==> src/rtl/trace_pkg.sv <==
// Shared types and constants for the store trace capture block.
package trace_pkg;

  localparam int TRACE_DEPTH   = 8;
  localparam int TRACE_STAMP_W = 16;
  localparam int DROP_CNT_W    = 8;

  // One captured store: where it went, what was written, and when.
  typedef struct packed {
    logic [31:0]              addr;
    logic [31:0]              data;
    logic [TRACE_STAMP_W-1:0] stamp;
  } trace_entry_t;

endpackage

==> src/rtl/sync_fifo.sv <==
// Generic single-clock first-word-fall-through FIFO with occupancy count.
// The head word is read straight from the storage array, so rdata is valid
// in the cycle after the push that wrote it and has no input-to-output path.
module sync_fifo #(
  parameter int WIDTH = 8,
  parameter int DEPTH = 8
) (
  input  logic                   clk,
  input  logic                   reset,
  input  logic                   push,
  input  logic                   pop,
  input  logic [WIDTH-1:0]       wdata,
  output logic [WIDTH-1:0]       rdata,
  output logic [$clog2(DEPTH):0] count,
  output logic                   full,
  output logic                   empty
);

  localparam int PTR_W = $clog2(DEPTH);
  localparam int CNT_W = PTR_W + 1;

  logic [WIDTH-1:0] mem [DEPTH];
  logic [PTR_W-1:0] wr_ptr;
  logic [PTR_W-1:0] rd_ptr;
  logic             do_push;
  logic             do_pop;

  assign empty = (count == '0);
  assign full  = (count == CNT_W'(DEPTH));

  // A pop needs data present; a push is accepted when there is room or
  // when the head leaves in the same cycle.
  assign do_pop  = pop && !empty;
  assign do_push = push && (!full || do_pop);

  assign rdata = mem[rd_ptr];

  // Pointer and occupancy bookkeeping; pointers wrap naturally at DEPTH.
  always_ff @(posedge clk or posedge reset) begin
    if (reset) begin
      wr_ptr <= '0;
      rd_ptr <= '0;
      count  <= '0;
    end else begin
      if (do_push) wr_ptr <= wr_ptr + PTR_W'(1);
      if (do_pop)  rd_ptr <= rd_ptr + PTR_W'(1);
      case ({do_push, do_pop})
        2'b10:   count <= count + CNT_W'(1);
        2'b01:   count <= count - CNT_W'(1);
        default: count <= count;
      endcase
    end
  end

  // Storage array; cleared on reset so the head reads as zero when empty.
  always_ff @(posedge clk or posedge reset) begin
    if (reset) begin
      for (int i = 0; i < DEPTH; i++) mem[i] <= '0;
    end else if (do_push) begin
      mem[wr_ptr] <= wdata;
    end
  end

endmodule

==> src/rtl/store_trace_fifo.sv <==
// Passive observer of the core's store bus: timestamps every store, queues
// it in a small FIFO and streams it out over valid/ready. It never stalls
// the core, so stores that arrive while the queue is full are counted and
// discarded.
module store_trace_fifo
  import trace_pkg::*;
#(
  parameter int DEPTH   = TRACE_DEPTH,
  parameter int STAMP_W = TRACE_STAMP_W
) (
  input  logic                   clk,
  input  logic                   reset,
  input  logic                   memwrite,
  input  logic [31:0]            dataadr,
  input  logic [31:0]            writedata,
  input  logic                   tr_ready,
  input  logic                   ovf_clear,
  output logic                   tr_valid,
  output logic [31:0]            tr_addr,
  output logic [31:0]            tr_data,
  output logic [STAMP_W-1:0]     tr_stamp,
  output logic [$clog2(DEPTH):0] count,
  output logic                   overflow,
  output logic [DROP_CNT_W-1:0]  drop_cnt
);

  // Same layout as trace_entry_t, but sized by this instance's STAMP_W.
  typedef struct packed {
    logic [31:0]        addr;
    logic [31:0]        data;
    logic [STAMP_W-1:0] stamp;
  } entry_t;

  logic [STAMP_W-1:0] stamp;
  entry_t             wr_entry;
  entry_t             rd_entry;
  logic               fifo_full;
  logic               fifo_empty;
  logic               pop;
  logic               drop;

  // Free-running cycle stamp; wraps modulo 2^STAMP_W.
  always_ff @(posedge clk or posedge reset) begin
    if (reset) stamp <= '0;
    else       stamp <= stamp + STAMP_W'(1);
  end

  assign wr_entry.addr  = dataadr;
  assign wr_entry.data  = writedata;
  assign wr_entry.stamp = stamp;

  assign pop  = tr_valid && tr_ready;
  assign drop = memwrite && fifo_full && !pop;

  sync_fifo #(
    .WIDTH ($bits(entry_t)),
    .DEPTH (DEPTH)
  ) u_fifo (
    .clk   (clk),
    .reset (reset),
    .push  (memwrite),
    .pop   (pop),
    .wdata (wr_entry),
    .rdata (rd_entry),
    .count (count),
    .full  (fifo_full),
    .empty (fifo_empty)
  );

  assign tr_valid = !fifo_empty;
  assign tr_addr  = rd_entry.addr;
  assign tr_data  = rd_entry.data;
  assign tr_stamp = rd_entry.stamp;

  // Sticky overflow and saturating drop count; a clear beats a same-cycle drop.
  always_ff @(posedge clk or posedge reset) begin
    if (reset) begin
      overflow <= 1'b0;
      drop_cnt <= '0;
    end else if (ovf_clear) begin
      overflow <= 1'b0;
      drop_cnt <= '0;
    end else if (drop) begin
      overflow <= 1'b1;
      if (drop_cnt != '1) drop_cnt <= drop_cnt + DROP_CNT_W'(1);
    end
  end

endmodule

==> config.mk <==
export PLATFORM = sky130hd
export DESIGN_NAME = store_trace_fifo
export DESIGN_NICKNAME = d
export VERILOG_FILES = /design/src/rtl/trace_pkg.sv /design/src/rtl/sync_fifo.sv /design/src/rtl/store_trace_fifo.sv
export SDC_FILE = /design/constraint.sdc
export NUM_CORES = 1
export LEC_CHECK = 0
export BUFFER_PORTS_ARGS = -buffer_cell sky130_fd_sc_hd__buf_4
export CAP_MARGIN = 20
export CELL_PAD_IN_SITES_DETAIL_PLACEMENT = 1
export CELL_PAD_IN_SITES_GLOBAL_PLACEMENT = 1
export CORE_MARGIN = 4
export CORE_UTILIZATION = 30
export CTS_CLUSTER_DIAMETER = 200
export DETAILED_ROUTE_END_ITERATION = 7
export PLACE_DENSITY = 0.55
export SYNTH_ARGS = -nofsm -noshare
export SYNTH_HDL_FRONTEND = slang
export SYNTH_SLANG_ARGS = --single-unit
==> constraint.sdc <==
create_clock -name clk -period 35.8 [get_ports clk]
set_input_delay 1.79 -clock clk [delete_from_list [all_inputs] [get_ports clk]]
set_output_delay 1.79 -clock clk [all_outputs]
set_load 0.02 [all_outputs]
* Word-level counts from Yosys, hierarchy flattened
Index checks and enable logic that the tools add are counted.
** Cells by class
- Add/sub/neg operators :: 6
- Multipliers :: 0
- Divide/modulo/power cells :: 0
- $lt $le $gt $ge :: 3
- Equal/unequal tests :: 4
- Shifts and indexed selects :: 0
- Muxes and demuxes :: 12
- Bitwise gates (word level) :: 2
- Reductions and logical operators :: 15
** Operators by type and width (number)
- 640-bit bitwise mux :: 1
- 80-bit binary-select mux with 3-bit select :: 1
- 80-bit demux with 3-bit select :: 1
- 80-bit two-way mux :: 3
- 8-bit two-way mux :: 3
- 16-bit by 1-bit adder with 16-bit output, second input constant :: 1
- 8-bit by 1-bit adder with 8-bit output, second input constant :: 1
- 4-bit greater-or-equal comparator, second input constant :: 2
- 8-bit inequality test, second input constant :: 1
- 3-bit NOT with 4-bit output :: 2
- 4-bit one-hot mux with 2 select lines :: 1
- 3-bit by 1-bit adder with 3-bit output, second input constant :: 2
- 1-bit logical AND :: 6
- 2-bit nonzero test :: 3
- 4-bit by 1-bit adder with 4-bit output, second input constant :: 1
- 4-bit == test, second input constant :: 1
- 4-bit zero test :: 1
- 4-bit by 1-bit < comparator with 1-bit output, second input constant :: 1
- 4-bit by 1-bit subtractor with 4-bit output, second input constant :: 1
- 1-bit zero test :: 3
- 2-bit by 1-bit == test with 1-bit output, second input constant :: 1
- 2-bit == test, second input constant :: 1
- 1-bit two-way mux :: 2
- 2-bit AND reduction :: 1
- 1-bit logical OR :: 1
** Word-level totals
- Bits in registers :: 675
- Latch bits :: 0
- RAM bits :: 0
- Bits in read-only memories :: 0
- Input bits :: 69
- Output and inout bits :: 94
- Word-level logic and storage cells :: 56
- Memories kept :: 0

* Depth between registers and ports, before layout
Gate-level depths: netlist of the first run.
- Word-level depth :: 8
- Depth in mapped cells :: 11
- Gate-level depth less buffers :: 10

* Modules after synthesis
Synthesis of the first run repeated with hierarchy kept, for this count alone.
** Second synthesis, totals
- Cells, all modules :: 1811
- Area total of the unflattened synthesis :: 30584.3 um^2
** Modules (own cells, without submodules)
- sync_fifo :: times used 1, cells each 1702, area each 29401.9 um^2, seq. area each 16265.6 um^2
- store_trace_fifo :: times used 1, cells each 109, area each 1182.4 um^2, seq. area each 625.6 um^2

* Worst setup path before layout of the first run
OpenSTA, ideal clock, no wires.
- Path type :: reg-to-output
- Start :: register u_fifo.rd_ptr[0]
- End :: output tr_addr[0]
- Arrival time :: 1.987 ns
- Data required time :: 34.010 ns
- Path slack :: 32.023 ns
- Cell stages (with the launch flop) :: 6
- Buffers on the path :: 3
- Cells stage by stage :: dfrtp_1 clkbuf_1 clkbuf_1 buf_2 mux4_2 mux2_2
** On the way
- Longest elaborated chain between the ends :: 4
** Ends and longest elaborated chain
- start, declared :: line sync_fifo.sv:24 : logic [PTR_W-1:0] rd_ptr;
- start signal, assigned :: line sync_fifo.sv:46 : if (do_pop) rd_ptr <= rd_ptr + PTR_W'(1);
- 3-bit NOT with 4-bit output (implied by the code) :: line sync_fifo.sv:36 : assign rdata = mem[rd_ptr];
- 80-bit binary-select mux with 3-bit select :: line sync_fifo.sv:36
- 80-bit two-way mux (implied by the code) (2 in series) :: line sync_fifo.sv:36
- end, declared :: line store_trace_fifo.sv:19 : output logic [31:0] tr_addr,
Every way passes these cells. The select of a mux whose other input is x is not followed.

* Worst setup path after layout of the first run
- Start :: register u_fifo.rd_ptr[1]
- End :: output tr_addr[28]
Same word-level chain as after synthesis.

==> results of run 1 <==
stage by stage:
stage	cell area (um2)	hold WS, ps	utilization	total power, mW
6_report	36000	498	0.354	3.57
5_1_grt	36000	506	0.354	3.78
4_1_cts	36000	501	0.353	3.65
3_5_place_dp	33300	487	0.327	2.79
3_3_place_gp	33300	481	0.327	2.74
2_1_floorplan	30800	474	-	2.31
layout make-up:
class                   instances  area, um2  share of cell area
well taps                    1368       1710              0.0475
repair buffers                194       1530              0.0424
multi-input cells             998      13200               0.365
clock inverters                25        288             0.00798
flip-flops and latches        675      16900               0.469
inverters                       7       33.8            0.000937
diodes                          4       10.0            0.000278
clock buffers                 122       2410              0.0669
critical path, delay by kind of cell, from the launching register on:
kind                   cells  cell delay [ps]
flip-flops                 1             1080
buffers and inverters      3             1880
multiplexers               2              770
layout by cell type (no fill, tap or decap), types with 2 or more instances in the layout:
master / netlist / layout
dfrtp_1: 675 / 672
mux2_2: 563 / 563
buf_4: 2 / 190
mux4_2: 160 / 160
mux2_4: 160 / 160
clkbuf_16: 0 / 81
clkbuf_8: 0 / 23
clkbuf_1: 43 / 18
xnor2_1: 14 / 14
clkinv_2: 0 / 13
nand2_1: 12 / 12
nor2_1: 9 / 9
xor2_1: 9 / 9
a21oi_1: 9 / 9
nand3_1: 9 / 8
ha_1: 7 / 7
nand4_1: 5 / 5
inv_1: 6 / 5
bufinv_16: 0 / 5
diode_2: 0 / 4
nand2b_1: 4 / 4
nand4b_1: 3 / 3
nand3b_1: 3 / 3
or4_1: 3 / 3
o31ai_1: 3 / 3
clkinvlp_4: 0 / 3
buf_16: 0 / 3
dfrtp_4: 0 / 3
o21a_1: 2 / 2
nor4_1: 2 / 2
and3_1: 2 / 2
or4b_4: 0 / 2
o21ai_0: 2 / 2
or3_1: 2 / 2
clkinv_8: 0 / 2
layer usage:
layer | part of all wire | global-route usage | vias up
li1 | - | - | 7064
met1 | 0.44 | 0.189 | 9030
met2 | 0.51 | 0.253 | 202
met3 | 0.035 | 0.0268 | 98
met4 | 0.019 | 0.0367 | 6
met5 | 0.00059 | 0 | -
flip-flops by register name, indices dropped and copies added (netlist names):
register and flops:
overflow 1, u_fifo.mem 640, u_fifo.wr_ptr 3, u_fifo.rd_ptr 3
stamp 16, u_fifo.count 4, drop_cnt 8
power groups by stage:
stage	logic (mW)	registers, mW	clock network (mW)
after floorplan	1.10	1.21	0
after global placement	1.45	1.29	0
after detailed placement	1.48	1.31	0
after CTS	1.49	1.30	0.858
after global routing	1.55	1.34	0.889
final	1.44	1.30	0.828
worst min path at each step:
stage	from	end	slack, ps	depth (start not counted)
floorplan	u_fifo.mem[100]	u_fifo.mem[100]	470	1
global placement	u_fifo.mem[134]	u_fifo.mem[134]	480	1
detailed placement	u_fifo.mem[81]	u_fifo.mem[81]	490	1
CTS	u_fifo.mem[90]	u_fifo.mem[90]	500	1
global route	u_fifo.mem[109]	u_fifo.mem[109]	510	1
finish	u_fifo.mem[109]	u_fifo.mem[109]	500	1
cells by family after synthesis:
family,count (synthesis),share of synthesized area
flops,675,0.549
xor+xnor,23,0.00655
fa+ha+maj,7,0.00285
compound gates,19,0.00386
buf+inv,141,0.0237
mux,884,0.402
simple gates,65,0.0123
==> run metrics, run 1 <==
fin worst setup slack a little under 30000 ps; required time of the critical path 34010 ps; Routed WL 77.7 mm; CTS tree done; PortBufs approximately 160; top_reg_cell synth dfrtp_1; clock sinks 675; Root Driver clkbuf_16; pin count of the biggest net entering global routing ~120; clock power share 0.232; Post-Synthesis Net Count between 1500 and 2000; critical path type reg -> out; DR WL/cell 22.9 um; CP max stage cell dfrtp_4; maximum vdd drop roughly 64 uV; TNS Setup 0 ps; gr ovfl total 0; Post-Synthesis Cell Area between 30000 and 40000 um2; post_cts resized 0; outcome completed; Cell Rows approximately 120; total iterations of the first detailed-routing run 4; CTS clk-pin slew, worst paths roughly 60 ps; Hold Path Class reg -> reg; setup bufs post-CTS 0; Yosys top cell area share 0.549; CP endpoint kind output port; worst-path fanout max 57; count of cell types in the netlist 43; Pwr per Cell Area about 99 nW/um2; Worst Setup SP u_fifo.rd_ptr[1]; reg-to-reg slack, setup approximately 32000 ps; initial antenna violation count 7; async set-reset flop share out of synthesis 1.00; Post-synth EDFFs 0; RR Endpoint u_fifo.mem[20]; Die Wd approximately 330 um; Starting Density 0.302; RSZ-0062 raised after global routing false; share of cells above drive strength 1 0.602; CP startpoint kind flip-flop; clk_skew 28.2 ps; final RePlAce weighted congestion ~0.7; Slew headroom 0.265; Setup violations, final 0; hold_buf cts 0; IO Count 163; largest cells by area after synthesis dfrtp_1 (55%), mux2_2 (21%), mux4_2 (12%); post-route ant nets 0; period utilization 0.175; CP Cell Sequence buf_4, buf_4, mux4_2, mux2_2, buf_4; Most Frequent Cell on Critical Path buf_4; Die H about 330 um; post-layout instance count excluding filler cells 3393; hpwl dp about 44 mm; Worst-Margin Slew ~1100 ps; first-pass GRT wire length about 120 mm; Core ar. a little over 100000 um2; post-synthesis sequential area ratio 0.549; Syn Inst Count about 1800; most frequent cell after synthesis dfrtp_1; max_cap viols 0; Arrival @ worst endpoint ~4500 ps; die area 108000 um2; reg2reg start u_fifo.count[2]; internal power around 2.4 mW; Fillers between 10000 and 15000; Final Slew Violations 0; Clock Path Buffers 3; Worst path max stage delay between 1000 and 1500 ps; Fmax achieved 0.160 GHz; Starting DRT DRC Count 740; Placed Cells between 3000 and 4000; CP Capture Point tr_addr[28]; Clk Latency, worst-skew pair about 620 ps; most frequent cells after synthesis dfrtp_1 (675), mux2_2 (563), mux2_4 (160), mux4_2 (160), buf_2 (58); final net count 2032; pre-CTS WS ~30000 ps; FF-to-FF path depth 6; NetSw approximately 1.1 mW; via count ~16000; #FFs+latches synth between 600 and 700; Gate power share 0.404; CTS H-Tree Depth 3; Reg power frac 0.364; Syn. warnings 0; final count of hold timing violations 0; GRT Resource Usage Total 0.146; number of global-route vias before repair 19000; Lkg Pwr between 15 and 20 nW; CTS buffer count 80; post-layout min period 6260 ps; Area Growth Syn to Fin 17.2%; syn avg cell area 17.0 um2; sw frac 0.320; detail-routed via count per cell approximately 4.8; number of remaining DRC errors 0; post-synth top area cell dfrtp_1
No activity file was read; power rests on OpenSTA's default activity.
==> run 2, diff against run 1 <==
==> constraint.sdc (replaced) <==
create_clock -name clk -period 6.3 [get_ports clk]
set_input_delay 0.315 -clock clk [delete_from_list [all_inputs] [get_ports clk]]
set_output_delay 0.315 -clock clk [all_outputs]
set_load 0.02 [all_outputs]
==> run 2 against run 1 <==
Net effect: worst hold slack lost 320 ps; core utilization grew 0.69 points; largest cell class unchanged; global-route usage is essentially flat; critical path type unchanged; combinational power grew to 5.7 times the previous value; register-to-register slack lost 29000 ps; clock power grew to 5.8 times the previous value; wire length is essentially flat; largest power group unchanged; non-clock buffer count grew 60.
==> run metrics, run 2 (synthesis gave the netlist of run 1 again) <==
outcome completed (unchanged); critical path type reg -> out (unchanged); Die H 328 um (unchanged); CP max stage cell buf_12 (was dfrtp_4); Clock Path Buffers 3 (unchanged); Worst-Margin Slew 1090 ps (was 1100 ps); biggest regs u_fifo.mem: 640 flops, stamp: 16 flops, drop_cnt: 8 flops (unchanged); gr ovfl total 0 (unchanged); CP endpoint kind output port (unchanged); CTS clk-pin slew, worst paths 60 ps (about the same); CTS H-Tree Depth 3 (unchanged); Slew headroom 0.273 (was 0.265); Hold Path Class in -> reg (was reg -> reg); hpwl dp 44.1 mm (was 44.2 mm); post_cts resized 0 (unchanged); Setup violations, final 0 (unchanged); PnR Total Power 20.4 mW (was 3.57 mW); max reg flops 640 (unchanged); Fmax achieved between 0.2 and 0.3 GHz; post-layout min period between 3000 and 4000 ps; maximum vdd drop 318 uV (was 63.9 uV); most frequent cells in the layout dfrtp_1 (672), mux2_2 (563), buf_4 (180), mux4_2 (160), mux2_4 (160) (was dfrtp_1 (672), mux2_2 (563), buf_4 (190), mux4_2 (160), mux2_4 (160)); Placed Cells 3236 (was 3239); Arrival @ worst endpoint 3320 ps (was 4470 ps); PortBufs 162 (unchanged); Core ar. 102000 um2 (unchanged); via count 16600 (was 16400); Buf/Inv on CP 2 (was 3); first-pass GRT wire length 122 mm (was 121 mm); clock sinks 675 (unchanged); number of remaining DRC errors 0 (unchanged); Die Wd 328 um (unchanged); Starting Density 0.302 (unchanged); FF-to-FF path depth 6 (unchanged); Hold WS 176 ps (was 498 ps); initial antenna violation count 3 (was 7); Starting DRT DRC Count 559 (was 740); Hold Path Depth 3 (was 1); Fillers 10200 (about the same); pin count of the biggest net entering global routing 152 (was 117); Routed WL 77.7 mm (about the same); RR Endpoint u_fifo.mem[64] (was u_fifo.mem[20]); largest reg by FF count u_fifo.mem (unchanged); Root Driver clkbuf_16 (unchanged); post-layout instance count excluding filler cells 3448 (was 3393); post-route ant nets 0 (unchanged); Hold Crit Start tr_ready (was u_fifo.mem[109]); DR WL/cell 22.5 um (was 22.9 um); clk_skew 29.6 ps (was 28.2 ps); detail-routed via count per cell 4.81 (was 4.83); most common cell after layout, fill and taps aside dfrtp_1 (unchanged); Final Slew Violations 0 (unchanged); Clk Latency, worst-skew pair 620 ps (about the same); number of global-route vias before repair 19400 (was 19000); worst-path fanout max 104 (was 57); reg2reg start u_fifo.count[2] (unchanged); GRT Resource Usage Total 0.146 (about the same); CTS tree done (unchanged); Worst path max stage delay 760 ps (was 1080 ps); setup bufs post-CTS 0 (unchanged); Cell Rows 117 (unchanged); period utilization 0.577; die area 108000 um2 (unchanged); critical path depth 4 (was 5); max_cap viols 0 (unchanged); final net count 2091 (was 2032); final count of hold timing violations 0 (unchanged); CTS buffer count 79 (was 80); IO Count 163 (unchanged); RSZ-0062 raised after global routing false (unchanged); Pwr per Cell Area 556 nW/um2 (was 99.0 nW/um2); CP startpoint kind flip-flop (unchanged); total iterations of the first detailed-routing run 4 (unchanged); Area Growth Syn to Fin 19.5% (was 17.2%); reg-to-reg slack, setup 2960 ps (was 32290 ps); required time of the critical path 5980 ps (was 34010 ps); share of cells above drive strength 1 0.584 (was 0.602); Top delay family on crit path multiplexers (was buffers and inverters); CP Cell Sequence buf_12, mux4_2, mux2_2, buf_4 (was buf_4, buf_4, mux4_2, mux2_2, buf_4); Lkg Pwr 16.3 nW (was 16.0 nW); final RePlAce weighted congestion 0.697 (was 0.700); Hold Path End u_fifo.rd_ptr[0] (was u_fifo.mem[109])
==> run 2: cell types whose count changed in the layout (fill, tap and decap cells not counted), sizes merged <==
| cell | previous run | this run |
|---|---|---|
| clkinvlp | 3 | 2 |
| clkbuf | 122 | 118 |
| buf | 194 | 188 |
| bufinv | 5 | 7 |
| inv | 8 | 7 |
| clkinv | 16 | 17 |
| dlygate4sd3 | 0 | 66 |
| diode | 4 | 2 |
==> run 2: how the worst max path moves through the flow <==
stage,start,end,slack [ps]
3_5_place_dp,u_fifo.count[2],u_fifo.mem[64],2950
5_1_grt,u_fifo.rd_ptr[0],tr_stamp[15],2380
4_1_cts,u_fifo.rd_ptr[0],tr_stamp[10],2480
2_1_floorplan,reset,drop_cnt[0],-3250
6_report,u_fifo.rd_ptr[0],tr_stamp[15],2670
3_3_place_gp,u_fifo.count[2],u_fifo.mem[65],2990
==> run 2: repair_timing <==
item                                   4_1_cts  5_1_grt
endpoints found under the hold margin      540        0
setup endpoints to repair                    0        0
hold buffers                                66        0
==> run 2: area by class of cell <==
cell class / count / area, um2 / share of cell area
flip-flops and latches: 675 / 16900 / 0.460
multi-input cells: 998 / 13200 / 0.358
clock buffers: 118 / 2440 / 0.0664
repair buffers: 254 / 2170 / 0.0591
well taps: 1368 / 1710 / 0.0466
clock inverters: 26 / 327 / 0.00889
inverters: 7 / 30.0 / 0.000817
diodes: 2 / 5.00 / 0.000136
==> run 2: power breakdown <==
| part | internal (mW) | total (mW) | switching (mW) |
|---|---|---|---|
| combinational | 4.77 | 8.28 | 3.50 |
| clock | 2.96 | 4.81 | 1.85 |
| sequential | 6.20 | 7.35 | 1.14 |
| total | 13.9 | 20.4 | 6.49 |
==> run 2: metrics by stage <==
stage                     area [um2]  setup TNS (ps)  setup slack (ps)  utilization
after global routing           36700               0              2380        0.361
after CTS                      36700               0              2480        0.361
final                          36700               0              2670        0.361
after detailed placement       33300               0              2950        0.327
after floorplan                30800        -2191920             -3250            -
after global placement         33300               0              2990        0.327
==> run 2: layer usage <==
metal	part of all wire	wire, um	GRT usage
met3	0.027	2110	0.0246
met2	0.53	41000	0.263
met1	0.43	33200	0.183
met4	0.018	1400	0.0329
met5	0.00017	13	0
==> run 2: tightest hold or removal path, cell delays in order <==
cell and delay (ps):
buf_4 90, o21a_1 240, xor2_1 110
